<file path="src/rtl/imem_loader_if.sv">
// Byte-stream, load-control and instruction-memory write signals of the IMEM loader.
// master = host/debug side, slave = loader.
interface imem_loader_if #(
  parameter int ADDR_W = 10
);
  logic              load_start;
  logic [ADDR_W-1:0] load_base;
  logic [ADDR_W:0]   load_words;
  logic              byte_valid;
  logic [7:0]        byte_data;
  logic              byte_ready;
  logic              im_we;
  logic [ADDR_W-1:0] im_waddr;
  logic [31:0]       im_wdata;
  logic              cpu_hold;
  logic              load_busy;
  logic              load_done;
  logic              load_err;

  modport master (
    output load_start, load_base, load_words, byte_valid, byte_data,
    input  byte_ready, im_we, im_waddr, im_wdata, cpu_hold, load_busy, load_done, load_err
  );

  modport slave (
    input  load_start, load_base, load_words, byte_valid, byte_data,
    output byte_ready, im_we, im_waddr, im_wdata, cpu_hold, load_busy, load_done, load_err
  );
endinterface

</file>
<file path="src/rtl/imem_loader_ctrl.sv">
// Packs a little-endian byte stream into 32-bit words and writes them to instruction memory
// while holding the CPU. Define IMEM_LOADER_CHECKSUM_EN to verify a trailing 32-bit sum.
module imem_loader_ctrl #(
  parameter int ADDR_W = 10,
  parameter int DEPTH  = 1024
) (
  input logic          clk,
  input logic          rst_n,
  imem_loader_if.slave bus
);
  typedef enum logic [2:0] {IDLE, RECV, WRITE, CHK, DONE} state_t;
  localparam logic [ADDR_W+1:0] DEPTH_L = (ADDR_W+2)'(DEPTH);

  state_t            state, next_state;
  logic [ADDR_W-1:0] addr;
  logic [ADDR_W:0]   words_q, wcnt;
  logic [1:0]        bcnt;
  logic [31:0]       word;
  logic              cpu_hold, load_err;
  logic              byte_ready, im_we, load_busy, load_done;
  logic [ADDR_W-1:0] im_waddr;
  logic [31:0]       im_wdata;
  logic [ADDR_W+1:0] end_addr;
  logic              bad_len, start_acc, byte_fire, last_byte, last_word;
`ifdef IMEM_LOADER_CHECKSUM_EN
  logic [31:0]       sum;
  logic              chk_ok;
`endif

  // Range check is done once at start so the write address can never wrap.
  assign end_addr  = {2'b00, bus.load_base} + {1'b0, bus.load_words};
  assign bad_len   = (bus.load_words == '0) || ({1'b0, bus.load_words} > DEPTH_L) ||
                     (end_addr > DEPTH_L);
  assign start_acc = (state == IDLE) && bus.load_start;
  assign byte_fire = bus.byte_valid && byte_ready;
  assign last_byte = byte_fire && (bcnt == 2'd3);
  assign last_word = (wcnt + (ADDR_W+1)'(1)) == words_q;
`ifdef IMEM_LOADER_CHECKSUM_EN
  assign chk_ok    = ({bus.byte_data, word[31:8]} == sum);
`endif

  always_ff @(posedge clk or negedge rst_n) begin
    if (!rst_n) state <= IDLE;
    else        state <= next_state;
  end

  always_comb begin
    next_state = state;
    case (state)
      IDLE:  if (start_acc && !bad_len) next_state = RECV;
      RECV:  if (last_byte) next_state = WRITE;
`ifdef IMEM_LOADER_CHECKSUM_EN
      WRITE: next_state = last_word ? CHK : RECV;
      CHK:   if (last_byte) next_state = chk_ok ? DONE : IDLE;
`else
      WRITE: next_state = last_word ? DONE : RECV;
`endif
      DONE:  next_state = IDLE;
      default: next_state = IDLE;
    endcase
  end

  always_comb begin
    byte_ready = 1'b0;
    im_we      = 1'b0;
    im_waddr   = '0;
    im_wdata   = '0;
    load_busy  = 1'b0;
    load_done  = 1'b0;
    case (state)
      RECV:  begin byte_ready = 1'b1; load_busy = 1'b1; end
      WRITE: begin im_we = 1'b1; im_waddr = addr; im_wdata = word; load_busy = 1'b1; end
      CHK:   begin byte_ready = 1'b1; load_busy = 1'b1; end
      DONE:  load_done = 1'b1;
      default: ;
    endcase
  end

  always_ff @(posedge clk or negedge rst_n) begin
    if (!rst_n) begin
      addr     <= '0;
      words_q  <= '0;
      wcnt     <= '0;
      bcnt     <= '0;
      load_err <= 1'b0;
      cpu_hold <= 1'b0;
    end else begin
      cpu_hold <= (next_state == RECV) || (next_state == WRITE) || (next_state == CHK);
      if (start_acc) begin
        addr     <= bus.load_base;
        words_q  <= bus.load_words;
        wcnt     <= '0;
        bcnt     <= '0;
        load_err <= bad_len;
      end else if (state == WRITE) begin
        addr <= addr + ADDR_W'(1);
        wcnt <= wcnt + (ADDR_W+1)'(1);
        bcnt <= '0;
      end else if (byte_fire) begin
        bcnt <= bcnt + 2'd1;
      end
`ifdef IMEM_LOADER_CHECKSUM_EN
      if (state == CHK && last_byte && !chk_ok) load_err <= 1'b1;
`endif
    end
  end

  // Datapath: shift-in packing puts the first byte of a word in [7:0] after four shifts.
  always_ff @(posedge clk) begin
    if (byte_fire) word <= {bus.byte_data, word[31:8]};
`ifdef IMEM_LOADER_CHECKSUM_EN
    if (start_acc)            sum <= '0;
    else if (state == WRITE)  sum <= sum + word;
`endif
  end

  assign bus.byte_ready = byte_ready;
  assign bus.im_we      = im_we;
  assign bus.im_waddr   = im_waddr;
  assign bus.im_wdata   = im_wdata;
  assign bus.cpu_hold   = cpu_hold;
  assign bus.load_busy  = load_busy;
  assign bus.load_done  = load_done;
  assign bus.load_err   = load_err;
endmodule

</file>
<file path="src/flat_wrapper.sv">
// flat-port wrapper written by rule: the top's interface ports become plain ports
module imem_loader_ctrl_flat 
#(
  parameter int ADDR_W = 10,
  parameter int DEPTH  = 1024
)
  (clk, rst_n, bus_load_start, bus_load_base, bus_load_words, bus_byte_valid, bus_byte_data, bus_byte_ready, bus_im_we, bus_im_waddr, bus_im_wdata, bus_cpu_hold, bus_load_busy, bus_load_done, bus_load_err);
  imem_loader_if #(.ADDR_W(ADDR_W)) bus_i ();
  input logic clk;
  input logic rst_n;
  input wire logic [$bits(bus_i.load_start)-1:0] bus_load_start;
  input wire logic [$bits(bus_i.load_base)-1:0] bus_load_base;
  input wire logic [$bits(bus_i.load_words)-1:0] bus_load_words;
  input wire logic [$bits(bus_i.byte_valid)-1:0] bus_byte_valid;
  input wire logic [$bits(bus_i.byte_data)-1:0] bus_byte_data;
  output wire logic [$bits(bus_i.byte_ready)-1:0] bus_byte_ready;
  output wire logic [$bits(bus_i.im_we)-1:0] bus_im_we;
  output wire logic [$bits(bus_i.im_waddr)-1:0] bus_im_waddr;
  output wire logic [$bits(bus_i.im_wdata)-1:0] bus_im_wdata;
  output wire logic [$bits(bus_i.cpu_hold)-1:0] bus_cpu_hold;
  output wire logic [$bits(bus_i.load_busy)-1:0] bus_load_busy;
  output wire logic [$bits(bus_i.load_done)-1:0] bus_load_done;
  output wire logic [$bits(bus_i.load_err)-1:0] bus_load_err;
  assign bus_i.load_start = bus_load_start;
  assign bus_i.load_base = bus_load_base;
  assign bus_i.load_words = bus_load_words;
  assign bus_i.byte_valid = bus_byte_valid;
  assign bus_i.byte_data = bus_byte_data;
  assign bus_byte_ready = bus_i.byte_ready;
  assign bus_im_we = bus_i.im_we;
  assign bus_im_waddr = bus_i.im_waddr;
  assign bus_im_wdata = bus_i.im_wdata;
  assign bus_cpu_hold = bus_i.cpu_hold;
  assign bus_load_busy = bus_i.load_busy;
  assign bus_load_done = bus_i.load_done;
  assign bus_load_err = bus_i.load_err;
  imem_loader_ctrl #(.ADDR_W(ADDR_W), .DEPTH(DEPTH)) u_core (.clk(clk), .rst_n(rst_n), .bus(bus_i));
endmodule
</file>
<file path="config.mk">
export PLATFORM = sky130hd
export DESIGN_NAME = imem_loader_ctrl_flat
export DESIGN_NICKNAME = d
export VERILOG_FILES = /design/src/rtl/imem_loader_if.sv /design/src/rtl/imem_loader_ctrl.sv /design/src/flat_wrapper.sv
export SDC_FILE = /design/constraint.sdc
export NUM_CORES = 1
export LEC_CHECK = 0
export ABC_AREA = 1
export BUFFER_PORTS_ARGS = -buffer_cell sky130_fd_sc_hd__buf_2
export CAP_MARGIN = 25
export CORE_ASPECT_RATIO = 0.6
export CORE_MARGIN = 5
export CORE_UTILIZATION = 40
export DETAILED_ROUTE_END_ITERATION = 6
export HOLD_SLACK_MARGIN = 0.1
export SETUP_SLACK_MARGIN = 0.3
export SLEW_MARGIN = 0
export SYNTH_ARGS = -nofsm -noshare
export SYNTH_HDL_FRONTEND = slang
export SYNTH_SLANG_ARGS = --single-unit
</file>
<file path="constraint.sdc">
create_clock -name clk -period 3.1 [get_ports clk]
set_clock_uncertainty 0.2 [all_clocks]
set_input_delay 0.62 -clock clk [delete_from_list [all_inputs] [get_ports clk]]
set_output_delay 0.62 -clock clk [all_outputs]
set_load 0.05 [all_outputs]
</file>
==> results.cfg <==
[routing]
post-route-drc-count = 0
finalWirelength_um = 10600
route.detailed.vias_per_inst = 4.78
drt.antenna.violating_nets = 0
dr_total_vias = 3640
routedWlPerCell_um = 13.9
drt_first_iter_violations = 229
drtPass1Iterations = 5

[pwr]
pwr_density_cell_nw_per_um2 = 712
clock_power_share = 0.288
totalPowerFinal_uw = 3520
power_report.internal_total_uw = 2230
sw_frac_of_total = 0.365
power.switching_uw = 1280
leakage_uw = 0.00260
share_of_power_burned_in_registers = 0.414
worst_vdd_rail_ir_drop_mv = 0.441
pwr-share-comb = 0.298

[floorplan]
ioPinCount = 81
core_um2 = 9880
placementRows = 28
fp.dieArea_um2 = 12300
die_h_um = 88.0
initial_core_util = 0.410
floorplan.die.width_um = 140

[yosys]
synthesis.nets = 580
post_synth_num_cell_types = 33
async_flop_share = 0.549
postSynth.topFlopCell = dfrtp_1
synth.cell_area_um2 = 4050
most_common_cell_in_the_netlist = nand2_1
synth_largest_area_cell = dfrtp_1
post_synth_main_area_contributors = dfrtp_1 (24%), edfxtp_1 (24%), nand2_1 (13%)
number_of_synthesized_flops_with_an_enable_pin = 32
average_cell_area_after_synthesis_um2 = 7.61
synth_common_cells = nand2_1 (145), inv_1 (96), nor2_1 (76)
yosysSeqAreaShare = 0.478
synth_largest_type_area_fraction = 0.241
postSynthCellCount = 533
count_of_state_elements_after_synthesis = 71
ys.warnings.count = 0

[global_routing]
grt_usage = 0.177
grt_start_max_net_pins = 46
antenna_found_initial = 0
grt_pass1_wl_um = 17400
gr-total-overflow = 0
number_of_global_route_vias_before_repair = 3501

[clock_network]
post_cts_clock_slew_at_the_launch_and_capture_registers_of_the_worst_setup_and_hold_paths_ns = 0.05
clock_tree.buffer_depth = 2
cts_bufs_inserted = 9
cts_htree_levels = 3
cts-resized-gates = 0
cts.root.buffer_cell = clkbuf_16
later_pin_clock_latency_in_the_skew_report_ns = 0.33
cts_tree = done
cts.sink_count = 71

[critical_path]
worst-endpoint-required_ns = 2.28
cp_data_arrival_time_ns = 1.81
start_kind = flip-flop
worst-path-max-fanout = 45
cp-end-kind = primary output
worst-setup-path-type = flip-flop to primary output

[worst_hold_path]
worstHoldPathType = flip-flop to flip-flop

[run]
cap_viol_max_count = 0

[timing]
upper_clock_frequency_limit_mhz = 381
maxSlewHeadroom = 0.647
period_needed_ns = 2.63
tightestPinTransition_ns = 0.524
timing_max_transition_violations_final = 0
timing.final.ws_setup_ns = 0.473
grt_setup_unrepaired = false
setup_tns_ns = 0
hold_viol_final = 0
setup_viol = 0
post-route-period-util = 0.847

[layout]
diodes = 0
final_nets = 668
area_delta_synth_final_pct = 22.0
layout-drive-gt1-share = 0.177
postLayoutCoreUtil = 0.501

[placement]
post-place-ws_ns = 0.479
gp_congestion = 0.905
dpl_hpwl_um = 7950
io_buffer_count = 80

[outcome]
run_status = complete, no violations
-- kinds of logic (layout without fill, tap and decap cells) --
group	count (synthesis)	in the layout	share of synthesized area
compound gates	48	48	0.0713
simple gates	288	288	0.298
fa+ha+maj	14	14	0.0451
buf+inv	110	203	0.103
xor+xnor	2	2	0.00432
flops	71	71	0.478
-- cell usage in the layout (no fill, tap or decap), types with 5 or more instances in the layout --
cell / netlist / final
a21oi_1: 11 / 11
buf_2: 2 / 80
buf_4: 1 / 7
clkbuf_16: 0 / 9
dfrtp_1: 39 / 39
edfxtp_1: 32 / 32
ha_1: 13 / 13
inv_1: 96 / 96
nand2_1: 145 / 145
nand3_1: 40 / 40
nand3b_1: 5 / 5
nand4_1: 12 / 12
nor2_1: 76 / 76
o21ai_0: 18 / 18
o22ai_1: 6 / 6
-- what timing repair did --
item,4_1_cts,5_1_grt
buffers inserted,0,0
hold buffers,0,1
endpoints found under the hold margin,0,5
-- worst max-delay path, stage by stage, from the launching register on --
cell,delay [ns]
dfrtp_1,0.43
nor3_2,0.20
inv_1,0.08
buf_4,0.26
nor2_1,0.21
buf_2,0.30
-- registers in the layout, indices dropped and copies added, names as in the netlist --
name / flops
u_core.bus.load_err: 1
u_core.addr: 10
u_core.state: 3
u_core.wcnt: 11
u_core.words_q: 11
u_core.bcnt: 2
u_core.bus.cpu_hold: 1
u_core.word: 32
-- worst paths after layout --
kind                            cells after the start       startpoint             endpoint  slack (ns)
min in group asynchronous                           2            rst_n       u_core.wcnt[3]        0.46
worst max register to register                     12   u_core.wcnt[0]  u_core.bus.cpu_hold        0.85
worst max-delay path                                5  u_core.state[2]      bus_im_waddr[8]        0.47
max in group asynchronous                           3            rst_n      u_core.state[1]        1.80
worst min register to register                      0  u_core.word[27]      u_core.word[19]        0.25
worst min-delay path                                0  u_core.word[27]      u_core.word[19]        0.25
-- final cells by class --
type	instances	area [um^2]
Fill cell	1005	4930
Sequential cell	71	1940
Multi-Input combinational cell	352	1700
Timing Repair Buffer	89	483
Inverter	98	368
Clock buffer	10	229
Tap cell	135	169
Clock inverter	6	61.3
-- power groups by stage --
stage                     Combinational, uW  Clock (uW)  Sequential (uW)
after floorplan                         738           0             1460
after global placement                 1030           0             1460
after detailed placement               1050           0             1470
after CTS                              1050        1040             1450
after global routing                   1180        1080             1490
final                                  1050        1010             1460
-- stage by stage --
stage	instance area, um^2	hold slack [ns]	std cells
finish	4940	0.246	761
global route	4940	0.250	761
CTS	4910	0.246	759
detailed placement	4620	0.235	743
global placement	4620	0.230	743
floorplan	4050	0.124	533
-- per-layer routing --
layer,wire (um),track usage
met1,5340,0.254
met3,530,0.0486
met5,0,0
met4,79,0.0466
met2,4620,0.268
(Power assumes the default switching activity.)
